[config.mk]
export PLATFORM = sky130hd
export DESIGN_NAME = path_delay_launcher_flat
export DESIGN_NICKNAME = d
export VERILOG_FILES = /design/src/rtl/path_delay_launcher_if.sv /design/src/rtl/path_delay_launcher.sv /design/src/flat_wrapper.sv
export SDC_FILE = /design/constraint.sdc
export NUM_CORES = 1
export LEC_CHECK = 0
export ABC_CLOCK_PERIOD_IN_PS = 4800
export BUFFER_PORTS_ARGS = -buffer_cell sky130_fd_sc_hd__buf_2
export CAP_MARGIN = 20
export CORE_ASPECT_RATIO = 1.25
export CORE_MARGIN = 3
export CORE_UTILIZATION = 45
export DETAILED_ROUTE_END_ITERATION = 10
export SLEW_MARGIN = 20
export SYNTH_ARGS = -nofsm -noshare
export SYNTH_HDL_FRONTEND = slang
export SYNTH_SLANG_ARGS = --single-unit
[constraint.sdc]
create_clock -name clk -period 4.8 [get_ports clk]
set_input_delay 0.96 -clock clk [delete_from_list [all_inputs] [get_ports clk]]
set_output_delay 0.96 -clock clk [all_outputs]
set_load 0.01 [all_outputs]
[src/rtl/path_delay_launcher_if.sv]
// rtl/path_delay_launcher_if.sv - control, path and statistics bundle for path_delay_launcher
interface path_delay_launcher_if #(
  parameter int N_TRIALS = 16,
  parameter int CNT_W    = 16
);
  localparam int TC_W  = $clog2(N_TRIALS) + 1;
  localparam int SUM_W = CNT_W + TC_W;

  logic             start;
  logic             path_in;
  logic             path_out;
  logic             busy;
  logic             done;
  logic             timeout;
  logic             stuck;
  logic [CNT_W-1:0] lat_min;
  logic [CNT_W-1:0] lat_max;
  logic [SUM_W-1:0] lat_sum;
  logic [TC_W-1:0]  trial_cnt;

  modport master (
    output start, path_out,
    input  path_in, busy, done, timeout, stuck, lat_min, lat_max, lat_sum, trial_cnt
  );

  modport slave (
    input  start, path_out,
    output path_in, busy, done, timeout, stuck, lat_min, lat_max, lat_sum, trial_cnt
  );
endinterface

[src/rtl/path_delay_launcher.sv]
// rtl/path_delay_launcher.sv - launches alternating edges into a test path and measures settle latency
module path_delay_launcher #(
  parameter int N_TRIALS   = 16,
  parameter int CNT_W      = 16,
  parameter int TIMEOUT    = 1000,
  parameter int SETTLE_CYC = 8,
  parameter bit POLARITY   = 1'b0
) (
  input  logic               clk,
  input  logic               rst,
  path_delay_launcher_if.slave bus
);
  localparam int TC_W  = $clog2(N_TRIALS) + 1;
  localparam int SUM_W = CNT_W + TC_W;
  localparam int SC_W  = $clog2(SETTLE_CYC);

  typedef enum logic [2:0] {
    S_IDLE,
    S_SETTLE,
    S_LAUNCH,
    S_WAIT,
    S_NEXT,
    S_DONE
  } state_t;

  state_t           r_state;
  logic             r_path_in;
  logic             r_sync1;
  logic             r_sync2;
  logic             r_busy;
  logic             r_done;
  logic             r_timeout;
  logic             r_stuck;
  logic [SC_W-1:0]  r_scnt;
  logic [CNT_W-1:0] r_cnt;
  logic [CNT_W-1:0] r_lat_min;
  logic [CNT_W-1:0] r_lat_max;
  logic [SUM_W-1:0] r_lat_sum;
  logic [TC_W-1:0]  r_trial_cnt;
  logic             w_exp;

  // Level the synchronized output must reach once the current drive has propagated.
  assign w_exp = r_path_in ^ POLARITY;

  always_ff @(posedge clk) begin
    if (rst) begin
      r_state     <= S_IDLE;
      r_path_in   <= 1'b0;
      r_sync1     <= 1'b0;
      r_sync2     <= 1'b0;
      r_busy      <= 1'b0;
      r_done      <= 1'b0;
      r_timeout   <= 1'b0;
      r_stuck     <= 1'b0;
      r_scnt      <= '0;
      r_cnt       <= '0;
      r_lat_min   <= '1;
      r_lat_max   <= '0;
      r_lat_sum   <= '0;
      r_trial_cnt <= '0;
    end else begin
      r_sync1 <= bus.path_out;
      r_sync2 <= r_sync1;
      r_done  <= 1'b0;
      case (r_state)
        S_IDLE: begin
          if (bus.start) begin
            r_timeout   <= 1'b0;
            r_stuck     <= 1'b0;
            r_lat_min   <= '1;
            r_lat_max   <= '0;
            r_lat_sum   <= '0;
            r_trial_cnt <= '0;
            r_busy      <= 1'b1;
            r_scnt      <= '0;
            r_state     <= S_SETTLE;
          end
        end
        S_SETTLE: begin
          if (r_scnt == SC_W'(SETTLE_CYC - 1)) begin
            if (r_sync2 != w_exp) begin
              r_stuck <= 1'b1;
              r_done  <= 1'b1;
              r_state <= S_DONE;
            end else begin
              r_state <= S_LAUNCH;
            end
          end else begin
            r_scnt <= r_scnt + 1'b1;
          end
        end
        S_LAUNCH: begin
          r_path_in <= ~r_path_in;
          r_cnt     <= CNT_W'(1);
          r_state   <= S_WAIT;
        end
        S_WAIT: begin
          // cnt includes the two synchronizer stages plus this compare edge.
          if (r_sync2 == w_exp) begin
            if (r_cnt < r_lat_min) r_lat_min <= r_cnt;
            if (r_cnt > r_lat_max) r_lat_max <= r_cnt;
            r_lat_sum   <= r_lat_sum + SUM_W'(r_cnt);
            r_trial_cnt <= r_trial_cnt + 1'b1;
            r_state     <= S_NEXT;
          end else if (r_cnt == CNT_W'(TIMEOUT)) begin
            r_timeout <= 1'b1;
            r_done    <= 1'b1;
            r_state   <= S_DONE;
          end else begin
            r_cnt <= r_cnt + 1'b1;
          end
        end
        S_NEXT: begin
          if (r_trial_cnt == TC_W'(N_TRIALS)) begin
            r_done  <= 1'b1;
            r_state <= S_DONE;
          end else begin
            r_scnt  <= '0;
            r_state <= S_SETTLE;
          end
        end
        S_DONE: begin
          r_busy  <= 1'b0;
          r_state <= S_IDLE;
        end
        default: r_state <= S_IDLE;
      endcase
    end
  end

  assign bus.path_in   = r_path_in;
  assign bus.busy      = r_busy;
  assign bus.done      = r_done;
  assign bus.timeout   = r_timeout;
  assign bus.stuck     = r_stuck;
  assign bus.lat_min   = r_lat_min;
  assign bus.lat_max   = r_lat_max;
  assign bus.lat_sum   = r_lat_sum;
  assign bus.trial_cnt = r_trial_cnt;
endmodule
[src/flat_wrapper.sv]
// flat-port wrapper written by rule: the top's interface ports become plain ports
module path_delay_launcher_flat 
#(
  parameter int N_TRIALS   = 16,
  parameter int CNT_W      = 16,
  parameter int TIMEOUT    = 1000,
  parameter int SETTLE_CYC = 8,
  parameter bit POLARITY   = 1'b0
)
  (clk, rst, bus_start, bus_path_out, bus_path_in, bus_busy, bus_done, bus_timeout, bus_stuck, bus_lat_min, bus_lat_max, bus_lat_sum, bus_trial_cnt);
  path_delay_launcher_if #(.N_TRIALS(N_TRIALS), .CNT_W(CNT_W)) bus_i ();
  input  logic clk;
  input  logic rst;
  input wire logic [$bits(bus_i.start)-1:0] bus_start;
  input wire logic [$bits(bus_i.path_out)-1:0] bus_path_out;
  output wire logic [$bits(bus_i.path_in)-1:0] bus_path_in;
  output wire logic [$bits(bus_i.busy)-1:0] bus_busy;
  output wire logic [$bits(bus_i.done)-1:0] bus_done;
  output wire logic [$bits(bus_i.timeout)-1:0] bus_timeout;
  output wire logic [$bits(bus_i.stuck)-1:0] bus_stuck;
  output wire logic [$bits(bus_i.lat_min)-1:0] bus_lat_min;
  output wire logic [$bits(bus_i.lat_max)-1:0] bus_lat_max;
  output wire logic [$bits(bus_i.lat_sum)-1:0] bus_lat_sum;
  output wire logic [$bits(bus_i.trial_cnt)-1:0] bus_trial_cnt;
  assign bus_i.start = bus_start;
  assign bus_i.path_out = bus_path_out;
  assign bus_path_in = bus_i.path_in;
  assign bus_busy = bus_i.busy;
  assign bus_done = bus_i.done;
  assign bus_timeout = bus_i.timeout;
  assign bus_stuck = bus_i.stuck;
  assign bus_lat_min = bus_i.lat_min;
  assign bus_lat_max = bus_i.lat_max;
  assign bus_lat_sum = bus_i.lat_sum;
  assign bus_trial_cnt = bus_i.trial_cnt;
  path_delay_launcher #(.N_TRIALS(N_TRIALS), .CNT_W(CNT_W), .TIMEOUT(TIMEOUT), .SETTLE_CYC(SETTLE_CYC), .POLARITY(POLARITY)) u_core (.clk(clk), .rst(rst), .bus(bus_i));
endmodule
* After elaboration in Yosys (flattened, before gate mapping)
Index checks and enable logic that the tools add are counted.
** Cells by class
- Add/sub/neg operators :: 4
- Order comparisons :: 2
- Equality and inequality tests :: 22
- Muxes and demuxes :: 43
- Bitwise operators :: 1
- Reductions and logical operators :: 15
** Operator list (count)
- 16-bit 2-to-1 mux :: 8
- 16-bit case mux with 2 select lines :: 3
- 21-bit 2-to-1 mux :: 2
- 21-bit case mux with 2 select lines :: 1
- 3-bit 2-to-1 mux :: 9
- 21-bit by 16-bit adder with 21-bit output :: 1
- 4-bit AND reduction :: 5
- 16-bit by 1-bit adder with 16-bit output, second input constant :: 1
- 16-bit by 10-bit == test with 1-bit output, second input constant :: 1
- 16-bit > comparator :: 1
- 16-bit < comparator :: 1
- 3-bit case mux with 5 select lines :: 1
- 2-bit by 1-bit != test with 1-bit output, second input constant :: 6
- 1-bit 2-to-1 mux :: 11
- 5-bit 2-to-1 mux :: 2
- 2-bit != test, second input constant :: 5
- 5-bit case mux with 2 select lines :: 1
- 3-bit == test, second input constant :: 3
- 3-bit case mux with 3 select lines :: 1
- 3-bit AND reduction :: 3
- 2-bit nonzero test :: 4
- 3-bit by 2-bit == test with 1-bit output, second input constant :: 2
- 1-bit case mux with 2 select lines :: 3
- 5-bit by 1-bit adder with 5-bit output, second input constant :: 1
- other kinds (11) :: 11
** Storage, ports and cells
- Register bits after elaboration :: 87
- Bits of input ports :: 4
- Output and inout port bits :: 63

* Depth between registers and ports, before layout
Gate-level depths: netlist of the first run.
- Depth in word-level cells :: 4
- Depth in mapped cells :: 10
- Mapped depth without buffers :: 9

* Worst setup path after synthesis of the first run
Ideal clock, no wire load.
- Kind :: reg-to-reg
- Start point :: reg u_core.r_cnt[0]
- End point :: reg u_core.r_lat_sum[16] (netlist: u_core.bus.lat_sum[16])
- Arrival :: 2266 ps
- Data required time :: 4686 ps
- Path slack :: 2420 ps
- Cell stages (with the launch flop) :: 10
- Buffers on the path :: 0
- Clock period less this slack :: 2380 ps
- Cell sequence :: dfxtp_1 ha_1 inv_1 fa_1 nor2b_1 o2111ai_1 a211oi_1 o211ai_1 and4_1 a21o_1
** Between the ends
- Word-level cells in the longest chain between the ends :: 3
** Ends and longest elaborated chain
- start: declaration :: RTL line path_delay_launcher.sv:35 : logic [CNT_W-1:0] r_cnt;
- start signal: assignment :: RTL line path_delay_launcher.sv:110 : r_cnt <= r_cnt + 1'b1;
- 21-bit by 16-bit adder with 21-bit output :: RTL line path_delay_launcher.sv:102 : r_lat_sum <= r_lat_sum + SUM_W'(r_cnt);
- 21-bit 2-to-1 mux :: RTL line path_delay_launcher.sv:99 : if (r_sync2 == w_exp) begin
- 21-bit case mux with 2 select lines :: RTL line path_delay_launcher.sv:65 : case (r_state)
- end signal: assignment :: RTL line path_delay_launcher.sv:102
- end: declaration :: RTL line path_delay_launcher.sv:38 : logic [SUM_W-1:0] r_lat_sum;
Every way passes these cells. The select of a mux whose other input is x is not followed.
A chain may end at the register's enable or synchronous reset.

* Worst setup path after layout of the first run
Same ends and word-level chain as after synthesis.

==> results of run 1 <==
-- area by class of cell --
| cell class | instances | share of cell area |
|---|---|---|
| inverter | 46 | 0.0302 |
| multi-input combinational | 437 | 0.525 |
| timing repair buffer | 67 | 0.0591 |
| sequential | 87 | 0.305 |
| tap | 132 | 0.0289 |
| clock inverter | 5 | 0.00985 |
| clock buffer | 11 | 0.0425 |
-- power breakdown --
part,total (W),internal [W],switching (W)
sequential,0.000740,0.000730,0.00000993
combinational,0.0000802,0.0000258,0.0000544
clock,0.000702,0.000418,0.000285
total,0.00152,0.00117,0.000349
-- sequential cells by signal (all words and copies together), names as in the netlist --
| signal | count |
|---|---|
| u_core.bus.lat_sum | 21 |
| u_core.bus.lat_max | 16 |
| u_core.bus.lat_min | 16 |
| u_core.r_cnt | 16 |
| u_core.bus.trial_cnt | 5 |
| u_core.r_scnt | 3 |
| u_core.r_state | 3 |
| u_core.bus.busy | 1 |
| u_core.bus.done | 1 |
| u_core.bus.path_in | 1 |
| u_core.bus.stuck | 1 |
| u_core.bus.timeout | 1 |
| u_core.r_sync1 | 1 |
| u_core.r_sync2 | 1 |
-- layout by cell type, fill, tap and decap left out, types with 11 or more instances in the layout --
cell type  count
dfxtp_1       87
o21ai_0       15
nand3_1       14
xor2_1        22
nand4_1       18
ha_1          53
o22a_1        17
inv_1         46
buf_2         66
nand2_1       54
nor2_1        52
a21oi_1       49
o21ai_1       11
a22o_1        15
-- critical path: stages (launching register included) --
cell and delay [ns]:
dfxtp_1 0.49, ha_1 0.23, inv_1 0.05, fa_1 0.38, nor2b_1 0.24, o2111ai_1 0.20, a211oi_1 0.68, o211ai_1 0.22
and4_1 0.24, a21o_1 0.14
-- synthesized netlist by cell type, types with 3 or more instances --
cell,count
clkbuf_1,9
mux2i_1,3
and4_1,3
a21o_1,6
nand3_1,14
nor2_1,52
or4_1,3
and3_1,5
nand2b_1,5
nor2b_1,8
xor2_1,22
inv_1,46
nor4b_1,3
and2_1,3
a21oi_1,49
buf_2,3
o21ai_1,11
buf_6,4
nor3b_1,3
o211ai_1,5
xnor2_1,10
a22o_1,15
nand2_1,54
dfxtp_1,87
o21a_1,6
a31oi_1,6
or3_1,10
o22a_1,17
ha_1,53
nand4_1,18
o31ai_1,4
nor3_1,6
o21ai_0,15
-- how the worst max path moves through the flow --
stage,from,to,slack [ns]
finish,u_core.r_cnt[0],u_core.bus.lat_sum[16],1.82
global route,u_core.r_cnt[0],u_core.bus.lat_sum[20],1.55
CTS,u_core.r_cnt[0],u_core.bus.lat_sum[16],1.77
detailed placement,rst,u_core.bus.lat_max[12],1.49
global placement,rst,u_core.bus.lat_max[2],1.65
floorplan,u_core.r_cnt[0],u_core.bus.lat_sum[16],2.42
-- per-layer routing --
| layer | GRT usage | vias up | routed length (um) |
|---|---|---|---|
| met1 | 0.266 | 2009 | 5750 |
| met3 | 0.0398 | 24 | 560 |
| met4 | 0.0935 | 0 | 368 |
| met2 | 0.344 | 98 | 5920 |
| li1 | - | 2235 | - |
| met5 | 0 | - | 0 |
-- per-stage QoR --
step                      power (W)  instances  area, sq um
after floorplan            0.000818        588         5020
after global placement     0.000836        769         5420
after detailed placement   0.000837        769         5420
after CTS                   0.00154        785         5720
after global routing        0.00158        785         5720
final                       0.00152        785         5720
-- logic make-up (layout without fill, tap and decap cells) --
kind of cell	count (synthesis)	after routing	synth area share
compound gates	152	152	0.205
mux	3	3	0.00598
flops	87	87	0.347
xor+xnor	32	32	0.0558
fa+ha+maj	54	54	0.136
simple gates	196	196	0.195
buf+inv	64	129	0.0560
==> metrics.cfg, run 1 <==
[place]
dp_slack_ns = 1.49
port_buffers = 66
hpwl_mm = 9.15
globalplace.congestion = 0.820

[synth]
synth_edf_count = 0
yosys.area.top_type = dfxtp_1
syn-cell-area_sq_mm = 0.00502
synthCells = 588
syn_avg_cell_area_sq_um = 8.54
synthArstFlopShare = 0
ys_ff_latch = 87
yosysSeqAreaShare = 0.347
synth_nets = 646
yosys_warnings = 0
synth_cell_type_count = 58
synth_top_area_share = 0.347
synth_ff_type = dfxtp_1
synth_area_leaders = dfxtp_1, ha_1, a21oi_1

[clock_tree]
cts_sinks = 87
htree_levels = 3
cts_tree = built
cts_buffers = 9
clockBufferDepth = 2
clkTransAtPathRegs_ns = 0.06
post_cts_buffers = 0
post_cts_resized = 0
hold_buffers = 0
clk_latency_ns = 0.33
cts-root-buf = clkbuf_16

[layout]
post-route-util = 0.533
diodes = 0
fillers = 1007
multi_input_area_sq_mm = 0.00300
drive_above_1_share = 0.142
nets = 706
seq_area_sq_mm = 0.00174
area_growth_pct = 13.8

[timing]
finalHoldViolations = 0
worst_slack_ns = 1.82
maxSlewHeadroom = 0.280
finalCritPeriodShare = 0.622
finalWorstPathRequiredPeriod_ns = 2.98
maxClockFrequency_mhz = 335
tns_ns = 0
whs_ns = 0.447
skew_ns = 0.00299
setup_viol = 0
finalMaxSlewViolations = 0
rsz0062_at_grt = no
tightest_slew_ns = 1.08

[floorplan]
die-area_sq_mm = 0.0125
start_util = 0.469
rows = 42
pin_count = 67
die_y_um = 124
core_area_sq_mm = 0.0107
die_x_um = 101

[job]
drv_cap = 0

[worst_setup_path]
worstPathArrival_ns = 3.22
r2r_cells = 9
r2r_end = u_core.bus.lat_sum[16]
cp_max_fo = 7
rrSetupSlack_ns = 1.82
critPathLaunchType = flip-flop
r2r_start = u_core.r_cnt[0]
worstSetupPathType = reg -> reg
worstPathRequired_ns = 5.03
critical_path.endpoint_type = flip-flop

[global_route]
grt_usage = 0.209
overflow = 0
grt_pass1_wl_mm = 20.7
antenna_found_initial = 0
grt_start_max_net_pins = 33
first_global_vias = 4213

[drt]
routedWlPerCell_um = 16.0
drt-total-wl_mm = 12.6
ant_nets = 0
drt_iter0_drc = 172
detail_route.vias_per_cell = 5.56
vias = 4366
dr.pass1.iters = 6
drc_errors = 0

[min_path]
holdPathStages = 1
worstHoldPathType = reg -> reg
hold_start = u_core.r_sync1
holdPathEnd = u_core.r_sync2

[power]
ir_worst_vdd_uv = 149
power_density_mw_per_mm2 = 266
leakage_nw = 2.62

[status]
status = complete, no violations

Power figures use the tool's default switching activity.
==> inputs of run 2 (changes only) <==
--- a/config.mk
+++ b/config.mk
@@ -5,13 +5,14 @@
 export SDC_FILE = /design/constraint.sdc
 export NUM_CORES = 1
 export LEC_CHECK = 0
-export ABC_CLOCK_PERIOD_IN_PS = 4800
+export ABC_CLOCK_PERIOD_IN_PS = 2700
 export BUFFER_PORTS_ARGS = -buffer_cell sky130_fd_sc_hd__buf_2
 export CAP_MARGIN = 20
 export CORE_ASPECT_RATIO = 1.25
 export CORE_MARGIN = 3
 export CORE_UTILIZATION = 45
 export DETAILED_ROUTE_END_ITERATION = 10
+export PLACE_DENSITY = 0.67
 export SLEW_MARGIN = 20
 export SYNTH_ARGS = -nofsm -noshare
 export SYNTH_HDL_FRONTEND = slang
==> constraint.sdc (replaced) <==
create_clock -name clk -period 2.7 [get_ports clk]
set_input_delay 0.54 -clock clk [delete_from_list [all_inputs] [get_ports clk]]
set_output_delay 0.54 -clock clk [all_outputs]
set_load 0.01 [all_outputs]
==> run 2 against run 1 <==
Final cell count increased by 2.9%. Critical path type unchanged. Global-route usage is 1.5 points higher. Flip-flop and latch count stayed put. Wire length up 5.0%. Via count is 4.7% higher. Sequential share of layout area is 1.0 points lower. Worst hold slack worse by 0.044 ns.
==> metrics.cfg, run 2 (synthesis results as in run 1) <==
[floorplan]
die-area_sq_mm = 0.0125  ; unchanged
rows = 42  ; unchanged
pin_count = 67  ; unchanged
core_area_sq_mm = 0.0107  ; unchanged
die_x_um = 101  ; unchanged
start_util = 0.469  ; unchanged
die_y_um = 124  ; unchanged

[layout]
final_common_cell = dfxtp_1
area_growth_pct = 17.8
largest_reg_flops = 21  ; unchanged
nets = 729  ; +3.3%
final_cell_mix = dfxtp_1, buf_2, nand2_1
diodes = 0  ; unchanged
fin_area_sq_mm = 0.00592  ; +3.5%
fillers = 1038  ; +3.1%
drive_above_1_share = 0.178  ; +0.0351

[worst_setup_path]
cp_max_fo = 15  ; +8
critPathLaunchType = flip-flop
r2r_end = u_core.bus.lat_max[10]
worstPathArrival_ns = 2.80  ; -0.42 ns
crit_family = compound AO/OA/AOI/OAI gates
worstPathCellList = inv_1, ha_1, nor2b_1, o211ai_1, a2111oi_0, o31ai_1, nor2_2, a22o_1
r2r_cells = 8  ; -1
worstSetupPathType = reg -> reg
r2r_start = u_core.bus.lat_max[1]
cp_slowest_cell = nor2_2
cpPeakStageDelay_ns = 0.51  ; -0.17 ns
critical_path.endpoint_type = flip-flop
critPathBufInv = 1  ; unchanged
rrSetupSlack_ns = 0.18  ; -1.64 ns
worstPathRequired_ns = 2.98  ; -2.05 ns

[drt]
wl_met1_mm = 5.81  ; +1.0%
drt_iter0_drc = 199  ; +16%
wl_met2_mm = 6.44  ; +8.9%
drc_errors = 0  ; unchanged
wl_met3_um = 577  ; +3.0%
drt-total-wl_mm = 13.2  ; +5.0%
ant_nets = 0  ; unchanged
routed.top_layer = met4
dr.pass1.iters = 5  ; -1
vias = 4572  ; +4.7%
routedWlPerCell_um = 16.4  ; +2.0%
detail_route.vias_per_cell = 5.66  ; +1.7%

[power]
power_density_mw_per_mm2 = 476  ; +79%
leakage_nw = 2.75  ; +4.9%
ir_worst_vdd_uv = 364  ; +140%
p_total_w = 0.00282  ; +85%

[place]
globalplace.congestion = 0.867  ; +5.7%
hpwl_mm = 10.0  ; +9.5%
place_area_sq_mm = 0.00559  ; +3.2%
port_buffers = 66  ; unchanged
dp_slack_ns = -0.00809  ; -1.50 ns

[min_path]
worstHoldPathType = in -> reg
holdPathEnd = u_core.r_sync1
holdPathStages = 2  ; +1
hold_start = bus_path_out

[timing]
tns_ns = 0  ; unchanged
whs_ns = 0.403  ; -0.0439 ns
setup_viol = 0  ; unchanged
rsz0062_at_grt = no
finalMaxSlewViolations = 0  ; unchanged
finalHoldViolations = 0  ; unchanged
worst_slack_ns = 0.180  ; -1.64 ns
finalCritPeriodShare = 0.933  ; +0.312
maxSlewHeadroom = 0.599  ; +0.319
finalWorstPathRequiredPeriod_ns = 2.52  ; -0.464 ns
skew_ns = 0.00794  ; +0.00495 ns
maxClockFrequency_mhz = 397  ; +18%
tightest_slew_ns = 0.601  ; -0.475 ns

[global_route]
grt_usage = 0.224  ; +0.0146
grt_start_max_net_pins = 24  ; -27%
antenna_found_initial = 0  ; unchanged
overflow = 0  ; unchanged
first_global_vias = 4432  ; +5.2%
grt_pass1_wl_mm = 22.0  ; +6.4%

[clock_tree]
hold_buffers = 0  ; unchanged
clockBufferDepth = 2  ; unchanged
cts_tree = built
clkTransAtPathRegs_ns = 0.07  ; about the same
cts-root-buf = clkbuf_16
htree_levels = 3  ; unchanged
clk_latency_ns = 0.34  ; about the same
cts_sinks = 87  ; unchanged
cts_buffers = 9  ; unchanged

[status]
status = complete, no violations

[job]
drv_cap = 0  ; unchanged

==> run 2: worst max path at each step <==
stage	start	end	slack [ns]	depth (start not counted)
finish	u_core.bus.lat_max[1]	u_core.bus.lat_max[10]	0.18	8
CTS	u_core.r_cnt[0]	u_core.bus.lat_sum[16]	0.15	10
global placement	u_core.r_cnt[7]	u_core.bus.lat_max[1]	0.24	6
detailed placement	u_core.r_cnt[0]	u_core.bus.lat_max[10]	-0.008	8
floorplan	u_core.r_cnt[0]	u_core.bus.lat_sum[16]	0.32	9
global route	u_core.r_cnt[0]	u_core.bus.lat_sum[16]	0.001	10
==> run 2: metrics by stage <==
step                      instances  utilization
after CTS                       808        0.552
after detailed placement        792        0.521
final                           808        0.552
after floorplan                 588            -
after global routing            808        0.552
after global placement          792        0.521
==> run 2: what timing repair did <==
action,CTS,global route
buffers inserted,0,0
endpoints found under the setup margin,15,17
cloned,0,0
resized for setup,1,2
==> run 2: metal layers <==
metal,global-route usage,up-vias
met1,0.285,2177
met5,0,-
met2,0.386,97
li1,-,2274
met3,0.0252,24
met4,0.0918,0
==> run 2: report_power, final <==
part | internal, W | switching [W] | total (W)
clock network | 0.000814 | 0.000534 | 0.00135
logic | 0.0000513 | 0.000101 | 0.000152
registers | 0.00130 | 0.0000174 | 0.00131
total | 0.00216 | 0.000652 | 0.00282
==> run 2: layout make-up <==
class,count,area (sq um),area share
Multi-Input combinational cell,437,3010,0.508
Sequential cell,87,1740,0.294
Timing Repair Buffer,90,510,0.0863
Clock buffer,9,225,0.0381
Inverter,46,173,0.0292
Tap cell,132,165,0.0279
Clock inverter,7,95.1,0.0161
